`src/rtl/mult_pkg.sv`:
```
// mult_pkg: shared FSM state encoding and default widths for the multiplier/accumulator slice
package mult_pkg;
  typedef enum logic {ACCUM = 1'b0, HOLD = 1'b1} state_t;
  localparam int DEF_PROD_W = 4;
  localparam int DEF_ACC_W = 6;
  localparam int DEF_BATCH = 4;
endpackage

```
`src/rtl/sat_add.sv`:
```
// sat_add: W-bit unsigned saturating adder; ports a, b in, sum (clamped to 2^W-1), ovf (saturated) out
module sat_add #(
  parameter int W = 6
) (
  input  logic [W-1:0] a,
  input  logic [W-1:0] b,
  output logic [W-1:0] sum,
  output logic         ovf
);
  logic [W:0] full;
  assign full = {1'b0, a} + {1'b0, b};
  assign ovf = full[W];
  assign sum = ovf ? '1 : full[W-1:0];
endmodule

```
`src/rtl/prod_accum.sv`:
```
// prod_accum: sums BATCH products with saturation, holds result until out_ready; ports clk, rst_n, clr, in_valid/in_ready/prod in, out_valid/out_ready/acc_out/ovf out
module prod_accum
  import mult_pkg::*;
#(
  parameter int PROD_W = DEF_PROD_W,
  parameter int BATCH = DEF_BATCH,
  parameter int ACC_W = DEF_ACC_W
) (
  input  logic              clk,
  input  logic              rst_n,
  input  logic              clr,
  input  logic              in_valid,
  output logic              in_ready,
  input  logic [PROD_W-1:0] prod,
  output logic              out_valid,
  input  logic              out_ready,
  output logic [ACC_W-1:0]  acc_out,
  output logic              ovf
);
  localparam int CNT_W = $clog2(BATCH);
  state_t state, state_d;
  logic [ACC_W-1:0] acc, acc_d, add_sum;
  logic [CNT_W-1:0] cnt, cnt_d;
  logic ovf_q, ovf_d, add_ovf, xfer, last, rel, wipe;
  sat_add #(.W(ACC_W)) u_add (
    .a(acc),
    .b(ACC_W'(prod)),
    .sum(add_sum),
    .ovf(add_ovf)
  );
  assign in_ready = state == ACCUM;
  assign out_valid = state == HOLD;
  assign acc_out = acc;
  assign ovf = ovf_q;
  always_comb begin
    xfer = in_valid && in_ready;
    last = cnt == CNT_W'(BATCH - 1);
    rel = state == HOLD && out_ready;
    wipe = clr || rel;
    state_d = clr ? ACCUM : state == ACCUM ? (xfer && last ? HOLD : ACCUM) : (out_ready ? ACCUM : HOLD);
    acc_d = wipe ? '0 : xfer ? add_sum : acc;
    cnt_d = (wipe || (xfer && last)) ? '0 : xfer ? cnt + CNT_W'(1) : cnt;
    ovf_d = wipe ? 1'b0 : xfer ? (ovf_q || add_ovf) : ovf_q;
  end
  always_ff @(posedge clk or negedge rst_n) begin
    if (!rst_n) begin
      state <= ACCUM;
      acc <= '0;
      cnt <= '0;
      ovf_q <= 1'b0;
    end else begin
      state <= state_d;
      acc <= acc_d;
      cnt <= cnt_d;
      ovf_q <= ovf_d;
    end
  end
endmodule

```
`config.mk`:
```
export PLATFORM = sky130hd
export DESIGN_NAME = prod_accum
export DESIGN_NICKNAME = d
export VERILOG_FILES = /design/src/rtl/mult_pkg.sv /design/src/rtl/sat_add.sv /design/src/rtl/prod_accum.sv
export SDC_FILE = /design/constraint.sdc
export NUM_CORES = 1
export LEC_CHECK = 0
export BUFFER_PORTS_ARGS = -buffer_cell sky130_fd_sc_hd__buf_2
export CAP_MARGIN = 40
export CORE_MARGIN = 3
export CORE_UTILIZATION = 48
export DETAILED_ROUTE_END_ITERATION = 7
export GPL_TIMING_DRIVEN = 0
export PLACE_DENSITY_LB_ADDON = 0.15
export SETUP_SLACK_MARGIN = 0.4
export SLEW_MARGIN = 30
export SYNTH_ARGS = -nofsm -noshare
export SYNTH_HDL_FRONTEND = slang
export SYNTH_SLANG_ARGS = --single-unit
```
`constraint.sdc`:
```
create_clock -name clk -period 2.2 [get_ports clk]
set_input_delay 0.11 -clock clk [delete_from_list [all_inputs] [get_ports clk]]
set_output_delay 0.11 -clock clk [all_outputs]
set_load 0.005 [all_outputs]
```
==> results of run 1 <==
[cell type report]
| type | count | area share |
|---|---|---|
| clock buffer | 4 | 0.04462 |
| timing repair buffer | 18 | 0.1169 |
| inverter | 3 | 0.01385 |
| tap | 14 | 0.02154 |
| sequential | 10 | 0.3077 |
| multi-input combinational | 51 | 0.4954 |
[cells by family after synthesis]
logic type / share of synthesized area
buffers and inverters: 0.01789
and+or+nand+nor: 0.1730
DFF: 0.3976
xor gates and xnor gates: 0.01392
adders and majority gates: 0.1312
AOI/OAI and AO/OA: 0.2664
[state kept, by name, summed over array words and instances, names as in the netlist]
| signal | cells |
|---|---|
| out_valid | 1 |
| cnt | 2 |
| acc_out | 6 |
| ovf | 1 |
[report_power, final]
group | switching, mW | total [mW] | leakage (nW) | internal [mW]
Combinational | 0.0587 | 0.114 | 0.280 | 0.0556
Clock | 0.0689 | 0.170 | 0.0210 | 0.101
Sequential | 0.0121 | 0.208 | 0.136 | 0.196
[cells in the final DEF, fill, tap and decap left out]
master / Yosys / final
sky130_fd_sc_hd__buf_2: 0 / 17
sky130_fd_sc_hd__dfrtp_1: 10 / 10
sky130_fd_sc_hd__nand2_1: 7 / 7
sky130_fd_sc_hd__o21ai_0: 5 / 5
sky130_fd_sc_hd__a21oi_1: 5 / 5
sky130_fd_sc_hd__nor2_1: 4 / 4
sky130_fd_sc_hd__a21o_1: 4 / 4
sky130_fd_sc_hd__inv_1: 3 / 3
sky130_fd_sc_hd__ha_1: 5 / 3
sky130_fd_sc_hd__clkbuf_4: 0 / 3
sky130_fd_sc_hd__a211oi_4: 1 / 2
sky130_fd_sc_hd__nor3_1: 2 / 2
sky130_fd_sc_hd__a22o_1: 2 / 2
sky130_fd_sc_hd__nor2b_2: 1 / 1
sky130_fd_sc_hd__a22oi_1: 1 / 1
sky130_fd_sc_hd__or2_1: 1 / 1
sky130_fd_sc_hd__nor2b_1: 1 / 1
sky130_fd_sc_hd__nor3b_2: 0 / 1
sky130_fd_sc_hd__nand2b_1: 1 / 1
sky130_fd_sc_hd__a32o_1: 1 / 1
sky130_fd_sc_hd__a211o_1: 1 / 1
sky130_fd_sc_hd__xor2_1: 1 / 1
sky130_fd_sc_hd__and3_1: 1 / 1
sky130_fd_sc_hd__and4b_1: 1 / 1
sky130_fd_sc_hd__a2bb2oi_1: 1 / 1
sky130_fd_sc_hd__nor4_1: 1 / 1
sky130_fd_sc_hd__o31ai_1: 1 / 1
sky130_fd_sc_hd__fa_2: 0 / 1
sky130_fd_sc_hd__ha_4: 0 / 1
sky130_fd_sc_hd__ha_2: 0 / 1
sky130_fd_sc_hd__clkbuf_8: 0 / 1
sky130_fd_sc_hd__dlygate4sd3_1: 0 / 1
[critical path: stages, from the launching register on]
cell and delay (ns):
sky130_fd_sc_hd__dfrtp_1 0.40, sky130_fd_sc_hd__ha_2 0.19, sky130_fd_sc_hd__fa_2 0.39, sky130_fd_sc_hd__a211oi_4 0.24
sky130_fd_sc_hd__nor3b_2 0.11, sky130_fd_sc_hd__a211o_1 0.30
[how the worst max path moves through the flow]
stage	startpoint	to	depth (start not counted)
floorplan	acc_out[0]$_DFFE_PN0P_	acc_out[3]$_DFFE_PN0P_	5
global placement	acc_out[0]$_DFFE_PN0P_	acc_out[3]$_DFFE_PN0P_	5
detailed placement	acc_out[0]$_DFFE_PN0P_	acc_out[3]$_DFFE_PN0P_	5
CTS	acc_out[0]$_DFFE_PN0P_	acc_out[3]$_DFFE_PN0P_	5
global route	acc_out[0]$_DFFE_PN0P_	acc_out[3]$_DFFE_PN0P_	5
finish	acc_out[0]$_DFFE_PN0P_	acc_out[3]$_DFFE_PN0P_	5
[stage by stage]
stage                       util  setup slack [ns]  instances  hold slack, ns  power, mW
after floorplan                -            0.4038         64         -0.1856     0.2698
after global placement    0.6250            0.2819         95        -0.01897     0.3045
after detailed placement  0.6250            0.2413         95        -0.01877     0.3075
after CTS                 0.6752            0.4095        100         0.09728     0.4804
after global routing      0.6944            0.4095        100          0.1183     0.5162
final                     0.6944            0.4600        100         0.09739     0.4918
[timing repair]
item / in CTS / in global routing
gates resized for setup: 3 / 3
setup buffers: 0 / 0
hold endpoints to repair: 10 / 0
pin swaps: 1 / 1
hold buffers: 1 / 0
setup endpoints to repair: 7 / 7
[routing by layer]
layer / vias to the layer above / share of wire / wire length [um] / track usage
met2: 17 / 0.51 / 739 / 0.2827
met1: 277 / 0.42 / 614 / 0.1760
met4: 0 / 0.012 / 17 / 0.06832
met5: - / 0 / 0 / 0
li1: 280 / - / - / -
met3: 4 / 0.054 / 79 / 0.06867
==> implementation parameters, run 1 <==
Parameter                              Value

Synth
  Synth Net Count ... 79
  Number of register bits inferred by synthesis ... 10
  Cell with the most instances after synthesis ... sky130_fd_sc_hd__dfrtp_1
  Main flop type after synthesis ... sky130_fd_sc_hd__dfrtp_1
  Count of flip-flops with a built-in enable after synthesis ... 0
  Portion of synthesized cell area occupied by the leading cell type ... 0.3976
  Synth top area cells ... sky130_fd_sc_hd__dfrtp_1, sky130_fd_sc_hd__ha_1, sky130_fd_sc_hd__a21o_1, sky130_fd_sc_hd__nand2_1, sky130_fd_sc_hd__a21oi_1
  Most used standard cells in the synthesized netlist ... sky130_fd_sc_hd__dfrtp_1, sky130_fd_sc_hd__nand2_1, sky130_fd_sc_hd__a21oi_1, sky130_fd_sc_hd__ha_1, sky130_fd_sc_hd__o21ai_0
  Synth Warn # ... 0
  Area leader, netlist ... sky130_fd_sc_hd__dfrtp_1
  Sequential share of the synthesized area ... 0.3976
  Cell area after synthesis ... ~630 um2
  Syn_area_per_cell ... 9.834 um2
  Proportion of synthesized flip-flops having asynchronous set or reset ... 1.000
  Number of unique standard cell types used by synthesis ... 27
  Cells after synthesis ... 64

Placed design
  Post-detailed-placement half-perimeter wirelength ... 1058 um
  Post-placement cell area ... between 700 and 800 um2
  Placer congestion estimate ... around 0.7
  Number of buffers added on ports ... 17

STA
  Number of pins exceeding their max-slew limit in the final report ... 0
  Final hold violation count ... 0
  Period utilization ... 0.7909
  Final setup violating endpoints ... 0
  Worst clock skew on the final layout ... 0.003406 ns
  Sum Neg Setup Slack ... 0 ns
  Max-Slew Margin vs Limit ... 0.7158
  Min Clock Period, post-route ... roughly 1.7 ns
  Setup repair after global routing missed its margin ... false
  Pin slew with the least headroom to its limit ... between 0.4 and 0.5 ns
  Achievable frequency ... 574.7 MHz

Final layout
  Synthesis-to-finish area growth ... 29.22%
  Filler cells ... 99
  Diode insertion count for antenna repair ... 0
  Total non-filler cell area in the finished layout ... 813.3 um2
  Area occupied by registers ... roughly 250 um2
  Area of the multi-input gates ... just over 400 um2
  Net count reported at finish ... between 100 and 150
  Share of cells above drive strength 1 ... 0.3256

Clock tree
  Worst skew pair latency ... 0.27 ns
  Clock buffer depth ... 2
  Clock tree from TritonCTS ... yes
  Number of levels the H-tree was split into ... 1
  Clock buffer count from CTS ... 3
  Num Clock Sinks ... 10
  Clock input transition at the sequential cells of the worst setup and hold paths ... 0.07 ns
  Clock root buffer ... sky130_fd_sc_hd__clkbuf_4

Critical path
  Data required time at the worst endpoint ... 2.36 ns
  Largest driver fanout on the critical path ... 5
  Kind of capture point of the worst setup path ... flop
  R2r endpoint ... acc_out[3]$_DFFE_PN0P_
  Setup CP Type ... flop to flop
  Reg-to-reg slack, setup ... 0.46 ns
  Beginning of the worst register-to-register path ... acc_out[0]$_DFFE_PN0P_
  Arrival time at the worst endpoint ... between 1.5 and 2 ns
  Reg2Reg Depth ... 5
  Element type at the critical path start ... flop

Drt
  Total number of vias ... approximately 580
  Post-detailed-routing wire length ... roughly 1500 um
  DR pass1 iterations ... 4
  Routed via count divided by cell count ... about 5.8
  Detailed-route wire length per cell ... about 15 um
  Residual antenna-violating net count after detailed routing ... 0
  DR iter-0 viols ... 9
  Total DRC errors in the routed layout ... 0

GRT
  Remaining global-route overflow ... 0
  Largest net degree at the start of global routing ... 11
  Vias in the first global route ... around 550
  GRT Total Usage ... 0.1649
  Antenna violations before repair ... 0
  Global-route wire length before repair ... 2235 um

Flow run
  Number of max-cap violations ... 0

Min path
  Worst min-delay path startpoint ... clr
  Number of stages on the worst hold path ... 2
  Worst Hold Path EP ... out_valid$_DFF_PN0_
  Hold/Removal Path Class ... primary input to flop

Floorplanning
  Die H ... approximately 42 um
  Die ar. ... between 1500 and 2000 um2
  Effective utilization at floorplan ... 0.5374
  Total I/O pin count ... 18
  Number of core rows ... 12
  Die width ... ~42 um
  Core area ... between 1000 and 1500 um2

Power
  Leakage power total ... about 0.44 nW
  Worst IR drop on VDD ... about 0.45 mV
  Power density over the cells ... around 600 nW/um2

Outcome
  Status ... finished clean
Power figures use the tool's default switching activity.
==> run 2, diff against run 1 <==
--- a/config.mk
+++ b/config.mk
@@ -8,7 +8,7 @@
 export BUFFER_PORTS_ARGS = -buffer_cell sky130_fd_sc_hd__buf_2
 export CAP_MARGIN = 40
 export CORE_MARGIN = 3
-export CORE_UTILIZATION = 48
+export CORE_UTILIZATION = 44
 export DETAILED_ROUTE_END_ITERATION = 7
 export GPL_TIMING_DRIVEN = 0
 export PLACE_DENSITY_LB_ADDON = 0.15
==> constraint.sdc (replaced) <==
create_clock -name clk -period 1.6 [get_ports clk]
set_input_delay 0.08 -clock clk [delete_from_list [all_inputs] [get_ports clk]]
set_output_delay 0.08 -clock clk [all_outputs]
set_load 0.005 [all_outputs]
==> implementation parameters, run 2 (synthesis results as in run 1) <==
Parameter                              Value

Critical path
  Arrival time at the worst endpoint ... ~1.9 ns
  Reg-to-reg slack, setup ... -0.13 ns
  Reg2Reg Depth ... 5
  Kind of capture point of the worst setup path ... flop
  Beginning of the worst register-to-register path ... acc_out[0]$_DFFE_PN0P_
  R2r endpoint ... acc_out[3]$_DFFE_PN0P_
  Setup CP Type ... flop to flop
  Element type at the critical path start ... flop
  Largest driver fanout on the critical path ... 5
  Data required time at the worst endpoint ... 1.75 ns

STA
  Final hold violation count ... 0
  Number of pins exceeding their max-slew limit in the final report ... 0
  Sum Neg Setup Slack ... -0.4876 ns
  Setup WS post-layout ... -0.1302 ns
  Period utilization ... 1.081
  Worst clock skew on the final layout ... between 0.01 and 0.015 ns
  Pin slew with the least headroom to its limit ... roughly 0.43 ns
  Achievable frequency ... approximately 580 MHz
  Setup repair after global routing missed its margin ... true
  Min Clock Period, post-route ... about 1.7 ns
  Final setup violating endpoints ... 7
  Max-Slew Margin vs Limit ... 0.7149
  Worst hold slack after final layout ... 0.07740 ns

Final layout
  Net count reported at finish ... between 100 and 150
  Core occupancy in the finished layout ... 0.6600
  Share of cells above drive strength 1 ... 0.3736
  Flip-flop count of the largest register after layout ... 6
  Diode insertion count for antenna repair ... 0
  Most frequent standard cell in the layout excluding fill and tap cells ... sky130_fd_sc_hd__buf_2
  Commonest cells after routing, fill and taps aside ... sky130_fd_sc_hd__buf_2, sky130_fd_sc_hd__dfrtp_1, sky130_fd_sc_hd__nand2_1
  Synthesis-to-finish area growth ... 38.17%

Floorplanning
  Die H ... between 40 and 50 um
  Number of core rows ... 13
  Core area ... 1318 um2
  Total I/O pin count ... 18
  Die width ... 43.82 um
  Effective utilization at floorplan ... 0.4777
  Die ar. ... roughly 1900 um2

Clock tree
  Clock input transition at the sequential cells of the worst setup and hold paths ... ~0.07 ns
  Clock buffer depth ... 2
  Worst skew pair latency ... around 0.27 ns
  Clock root buffer ... sky130_fd_sc_hd__clkbuf_4
  Clock tree from TritonCTS ... yes
  Number of levels the H-tree was split into ... 1
  Num Clock Sinks ... 10
  Clock buffer count from CTS ... 3

Min path
  Hold/Removal Path Class ... primary input to flop
  Number of stages on the worst hold path ... 2
  Worst min-delay path startpoint ... clr
  Worst Hold Path EP ... ovf$_DFFE_PN0P_

Placed design
  Placer congestion estimate ... 0.7669
  Post-detailed-placement half-perimeter wirelength ... between 1000 and 1500 um
  Number of buffers added on ports ... 17
  Pre-CTS setup slack ... -0.1523 ns

Drt
  Residual antenna-violating net count after detailed routing ... 0
  Total DRC errors in the routed layout ... 0
  DR iter-0 viols ... 8
  Routed via count divided by cell count ... around 5.5
  Post-detailed-routing wire length ... ~1400 um
  Total number of vias ... 581
  Detailed-route wire length per cell ... roughly 13 um
  DR pass1 iterations ... 4

Flow run
  Number of max-cap violations ... 0

Power
  Clk network pwr share ... 0.328
  Net switching share of the total power ... 0.2723
  Logic gate share of total power ... 0.252
  Total internal power ... between 0.4 and 0.5 mW
  Worst IR drop on VDD ... ~0.60 mV
  Net switching power of the design ... between 0.15 and 0.2 mW
  Leakage power total ... approximately 0.47 nW
  Power share of the sequential group ... 0.419
  Power density over the cells ... roughly 800 nW/um2

GRT
  Global-route wire length before repair ... between 2000 and 2500 um
  GRT Total Usage ... 0.1538
  Remaining global-route overflow ... 0
  Antenna violations before repair ... 0
  Largest net degree at the start of global routing ... 11
  Vias in the first global route ... 511

Outcome
  Status ... finished, violations left
  Violations in the final reports ... negative setup slack
==> run 2: power by group through the flow <==
stage	Clock, mW	Combinational [mW]	Sequential [mW]
after floorplan	0	0.0930	0.290
after global placement	0	0.143	0.290
after detailed placement	0	0.148	0.291
after CTS	0.230	0.158	0.287
after global routing	0.241	0.192	0.289
final	0.224	0.172	0.286
==> run 2: cell type report <==
class | instances | area, um2
Sequential cell | 10 | 250.2
Tap cell | 15 | 18.77
Inverter | 3 | 11.26
Fill cell | 114 | 447.9
Timing Repair Buffer | 23 | 132.6
Multi-Input combinational cell | 51 | 420.4
Clock buffer | 4 | 36.28
==> run 2: critical path, cell delays in order, from the launching register on <==
cell,delay [ns]
sky130_fd_sc_hd__dfrtp_1,0.41
sky130_fd_sc_hd__ha_4,0.17
sky130_fd_sc_hd__fa_2,0.38
sky130_fd_sc_hd__a211oi_4,0.24
sky130_fd_sc_hd__nor3b_2,0.11
sky130_fd_sc_hd__a211o_1,0.30
==> run 2: worst max path at each step <==
stage	start	endpoint	slack [ns]
6_report	acc_out[0]$_DFFE_PN0P_	acc_out[3]$_DFFE_PN0P_	-0.13
5_1_grt	acc_out[0]$_DFFE_PN0P_	acc_out[3]$_DFFE_PN0P_	-0.19
4_1_cts	acc_out[0]$_DFFE_PN0P_	acc_out[3]$_DFFE_PN0P_	-0.14
3_5_place_dp	acc_out[0]$_DFFE_PN0P_	acc_out[3]$_DFFE_PN0P_	-0.15
3_3_place_gp	acc_out[0]$_DFFE_PN0P_	acc_out[3]$_DFFE_PN0P_	-0.11
2_1_floorplan	acc_out[0]$_DFFE_PN0P_	acc_out[3]$_DFFE_PN0P_	-0.04
==> run 2: repair_timing <==
item,in CTS,in global routing
endpoints found under the hold margin,10,0
setup buffers,1,4
setup endpoints to repair,8,9
pin swaps,2,1
hold buffers,1,0
gates resized for setup,4,2
==> run 2: metal layers <==
layer	vias to the layer above	global-route usage	share of wire	wire length [um]
met5	-	0	0	0
met4	0	0.01807	0	0
met3	0	0.07469	0.062	87
met2	16	0.2616	0.52	728
met1	273	0.1797	0.42	596
li1	292	-	-	-
==> run 2: stage by stage <==
| step | instance area (um2) | power [mW] | std cells |
|---|---|---|---|
| after global routing | 869.6 | 0.7220 | 106 |
| after floorplan | 656.9 | 0.3829 | 64 |
| final | 869.6 | 0.6830 | 106 |
| after global placement | 760.7 | 0.4330 | 96 |
| after CTS | 829.5 | 0.6751 | 102 |
| after detailed placement | 760.7 | 0.4398 | 96 |
==> run 3, diff against run 2 <==
--- a/config.mk
+++ b/config.mk
@@ -5,7 +5,7 @@
 export SDC_FILE = /design/constraint.sdc
 export NUM_CORES = 1
 export LEC_CHECK = 0
-export BUFFER_PORTS_ARGS = -buffer_cell sky130_fd_sc_hd__buf_2
+export BUFFER_PORTS_ARGS = -buffer_cell sky130_fd_sc_hd__clkbuf_2
 export CAP_MARGIN = 40
 export CORE_MARGIN = 3
 export CORE_UTILIZATION = 44
==> implementation parameters, run 3 (synthesis results as in run 1) <==
Parameter                              Value

Clock tree
  Clock input transition at the sequential cells of the worst setup and hold paths ... roughly 0.070 ns
  Num Clock Sinks ... 10
  Worst skew pair latency ... ~0.27 ns
  Clock tree from TritonCTS ... yes
  Clock root buffer ... sky130_fd_sc_hd__clkbuf_4
  Number of levels the H-tree was split into ... 1
  Clock buffer count from CTS ... 3
  Clock buffer depth ... 2

Critical path
  CP Buf/Inv Count ... 0
  Largest driver fanout on the critical path ... 5
  Cell breakdown of the critical path ... ha_4 > fa_2 > a211oi_4 > nor3b_4 > a211o_1
  Max incr delay on CP ... slightly above 0.4 ns
  Kind of capture point of the worst setup path ... flop
  Kind of cell adding the most delay to the critical path ... compound AO/OA/AOI/OAI gates
  Data required time at the worst endpoint ... about 1.8 ns
  Library cell contributing the largest single delay on the critical path ... sky130_fd_sc_hd__dfrtp_1
  Arrival time at the worst endpoint ... 1.90 ns
  Setup CP Type ... flop to flop
  Element type at the critical path start ... flop

Floorplanning
  Total I/O pin count ... 18
  Effective utilization at floorplan ... 0.4777
  Core area ... about 1300 um2
  Die H ... between 40 and 50 um
  Die width ... 43.82 um
  Die ar. ... around 1900 um2
  Number of core rows ... 13

STA
  Final setup violating endpoints ... 7
  Max-Slew Margin vs Limit ... 0.6808
  Worst clock skew on the final layout ... roughly 0.01 ns
  Final hold violation count ... 0
  Min Clock Period, post-route ... approximately 1.7 ns
  Sum Neg Setup Slack ... -0.5991 ns
  Achievable frequency ... between 500 and 600 MHz
  Number of pins exceeding their max-slew limit in the final report ... 0
  Setup repair after global routing missed its margin ... true
  Setup WS post-layout ... -0.1489 ns
  Pin slew with the least headroom to its limit ... approximately 0.48 ns
  Period utilization ... 1.093

Power
  Worst IR drop on VDD ... 0.6145 mV
  Net switching share of the total power ... 0.2784
  Total internal power ... 0.4983 mW
  Net switching power of the design ... 0.1922 mW
  Leakage power total ... 0.4788 nW
  Power share of the sequential group ... 0.415
  Power density over the cells ... approximately 790 nW/um2
  Clk network pwr share ... 0.328
  Total power draw ... 0.6906 mW
  Logic gate share of total power ... 0.256

Drt
  Total DRC errors in the routed layout ... 0
  Routed via count divided by cell count ... ~5.5
  Total met3 wirelength after detailed routing ... ~84 um
  Total number of vias ... 580
  Total length of routed met2 wires ... around 670 um
  Uppermost routed layer ... met4
  Post-detailed-routing wire length ... approximately 1300 um
  Wire length on met1 ... about 580 um
  DR iter-0 viols ... 7
  DR pass1 iterations ... 4
  Detailed-route wire length per cell ... 12.65 um
  Residual antenna-violating net count after detailed routing ... 0

GRT
  Largest net degree at the start of global routing ... 11
  Global-route wire length before repair ... 2042 um
  GRT Total Usage ... 0.1521
  Antenna violations before repair ... 0
  Remaining global-route overflow ... 0
  Vias in the first global route ... 486

Final layout
  Synthesis-to-finish area growth ... 39.16%
  Flip-flop count of the largest register after layout ... 6
  Core occupancy in the finished layout ... 0.6648
  Net count reported at finish ... between 100 and 150
  Most frequent standard cell in the layout excluding fill and tap cells ... sky130_fd_sc_hd__clkbuf_2
  Commonest cells after routing, fill and taps aside ... sky130_fd_sc_hd__clkbuf_2, sky130_fd_sc_hd__dfrtp_1, sky130_fd_sc_hd__nand2_1
  Number of standard cells in the layout, taps in and fillers out ... around 110
  Share of cells above drive strength 1 ... 0.3736
  Diode insertion count for antenna repair ... 0

Min path
  Hold/Removal Path Class ... primary input to flop

Flow run
  Number of max-cap violations ... 0

Placed design
  Number of cells in the design after placement ... 96
  Number of buffers added on ports ... 17
  Pre-CTS setup slack ... -0.1585 ns
  Post-detailed-placement half-perimeter wirelength ... about 1100 um
  Placer congestion estimate ... 0.7670

Outcome
  Status ... finished, violations left
  Violations in the final reports ... negative setup slack
run 3: cell types whose count changed in the layout (fill, tap and decap cells not counted), sizes merged:
cell    previous run  this run
buf               22         5
clkbuf             4        21
run 3: final cells by class:
type                       instances  area [um2]
fill                             113       441.7
multi-input combinational         51       426.7
sequential                        10       250.2
timing repair buffer              23       132.6
clock buffer                       4       36.28
tap                               15       18.77
inverter                           3       11.26
run 3: power by group through the flow:
stage,registers (mW),logic [mW],clock network (mW)
after global placement,0.291,0.143,0
after detailed placement,0.292,0.147,0
after global routing,0.290,0.194,0.246
final,0.287,0.177,0.227
after floorplan,0.290,0.0930,0
after CTS,0.287,0.157,0.233
run 3: routing by layer:
layer,vias to the layer above,GRT usage
li1,291,-
met1,274,0.1719
met2,12,0.2558
met3,3,0.07469
met4,0,0.03614
met5,-,0
run 3: what timing repair did:
action / in CTS / in global routing
hold endpoints to repair: 10 / 0
pin swaps: 2 / 5
buffers inserted: 1 / 4
resized for setup: 3 / 5
hold buffers: 1 / 0
endpoints found under the setup margin: 8 / 9
run 3: worst register-to-register path, delay by kind of cell, from the launching register on:
kind	cells	cell delay, ns
adder cells (fa/ha/maj)	2	0.55
AO/OA/AOI/OAI	2	0.58
flip-flops	1	0.41
AND/OR/NAND/NOR	1	0.10
run 3: per-stage QoR:
step / instance area [um2] / hold slack [ns]
6_report: 875.8 / 0.08375
2_1_floorplan: 656.9 / -0.2156
3_3_place_gp: 760.7 / -0.03823
3_5_place_dp: 760.7 / -0.04371
4_1_cts: 824.5 / 0.08304
5_1_grt: 875.8 / 0.09351
run 3: worst paths after layout:
| check | start | cells past startpoint | end | slack [ns] |
|---|---|---|---|---|
| min reg2reg | cnt[0]$_DFFE_PN0P_ | 1 | cnt[0]$_DFFE_PN0P_ | 0.51 |
| min in group asynchronous | rst_n | 2 | acc_out[2]$_DFFE_PN0P_ | 0.20 |
| min | clr | 2 | ovf$_DFFE_PN0P_ | 0.08 |
| max | acc_out[0]$_DFFE_PN0P_ | 5 | acc_out[3]$_DFFE_PN0P_ | -0.15 |
| max in group asynchronous | rst_n | 2 | cnt[0]$_DFFE_PN0P_ | 1.19 |
| max reg2reg | acc_out[0]$_DFFE_PN0P_ | 5 | acc_out[3]$_DFFE_PN0P_ | -0.15 |
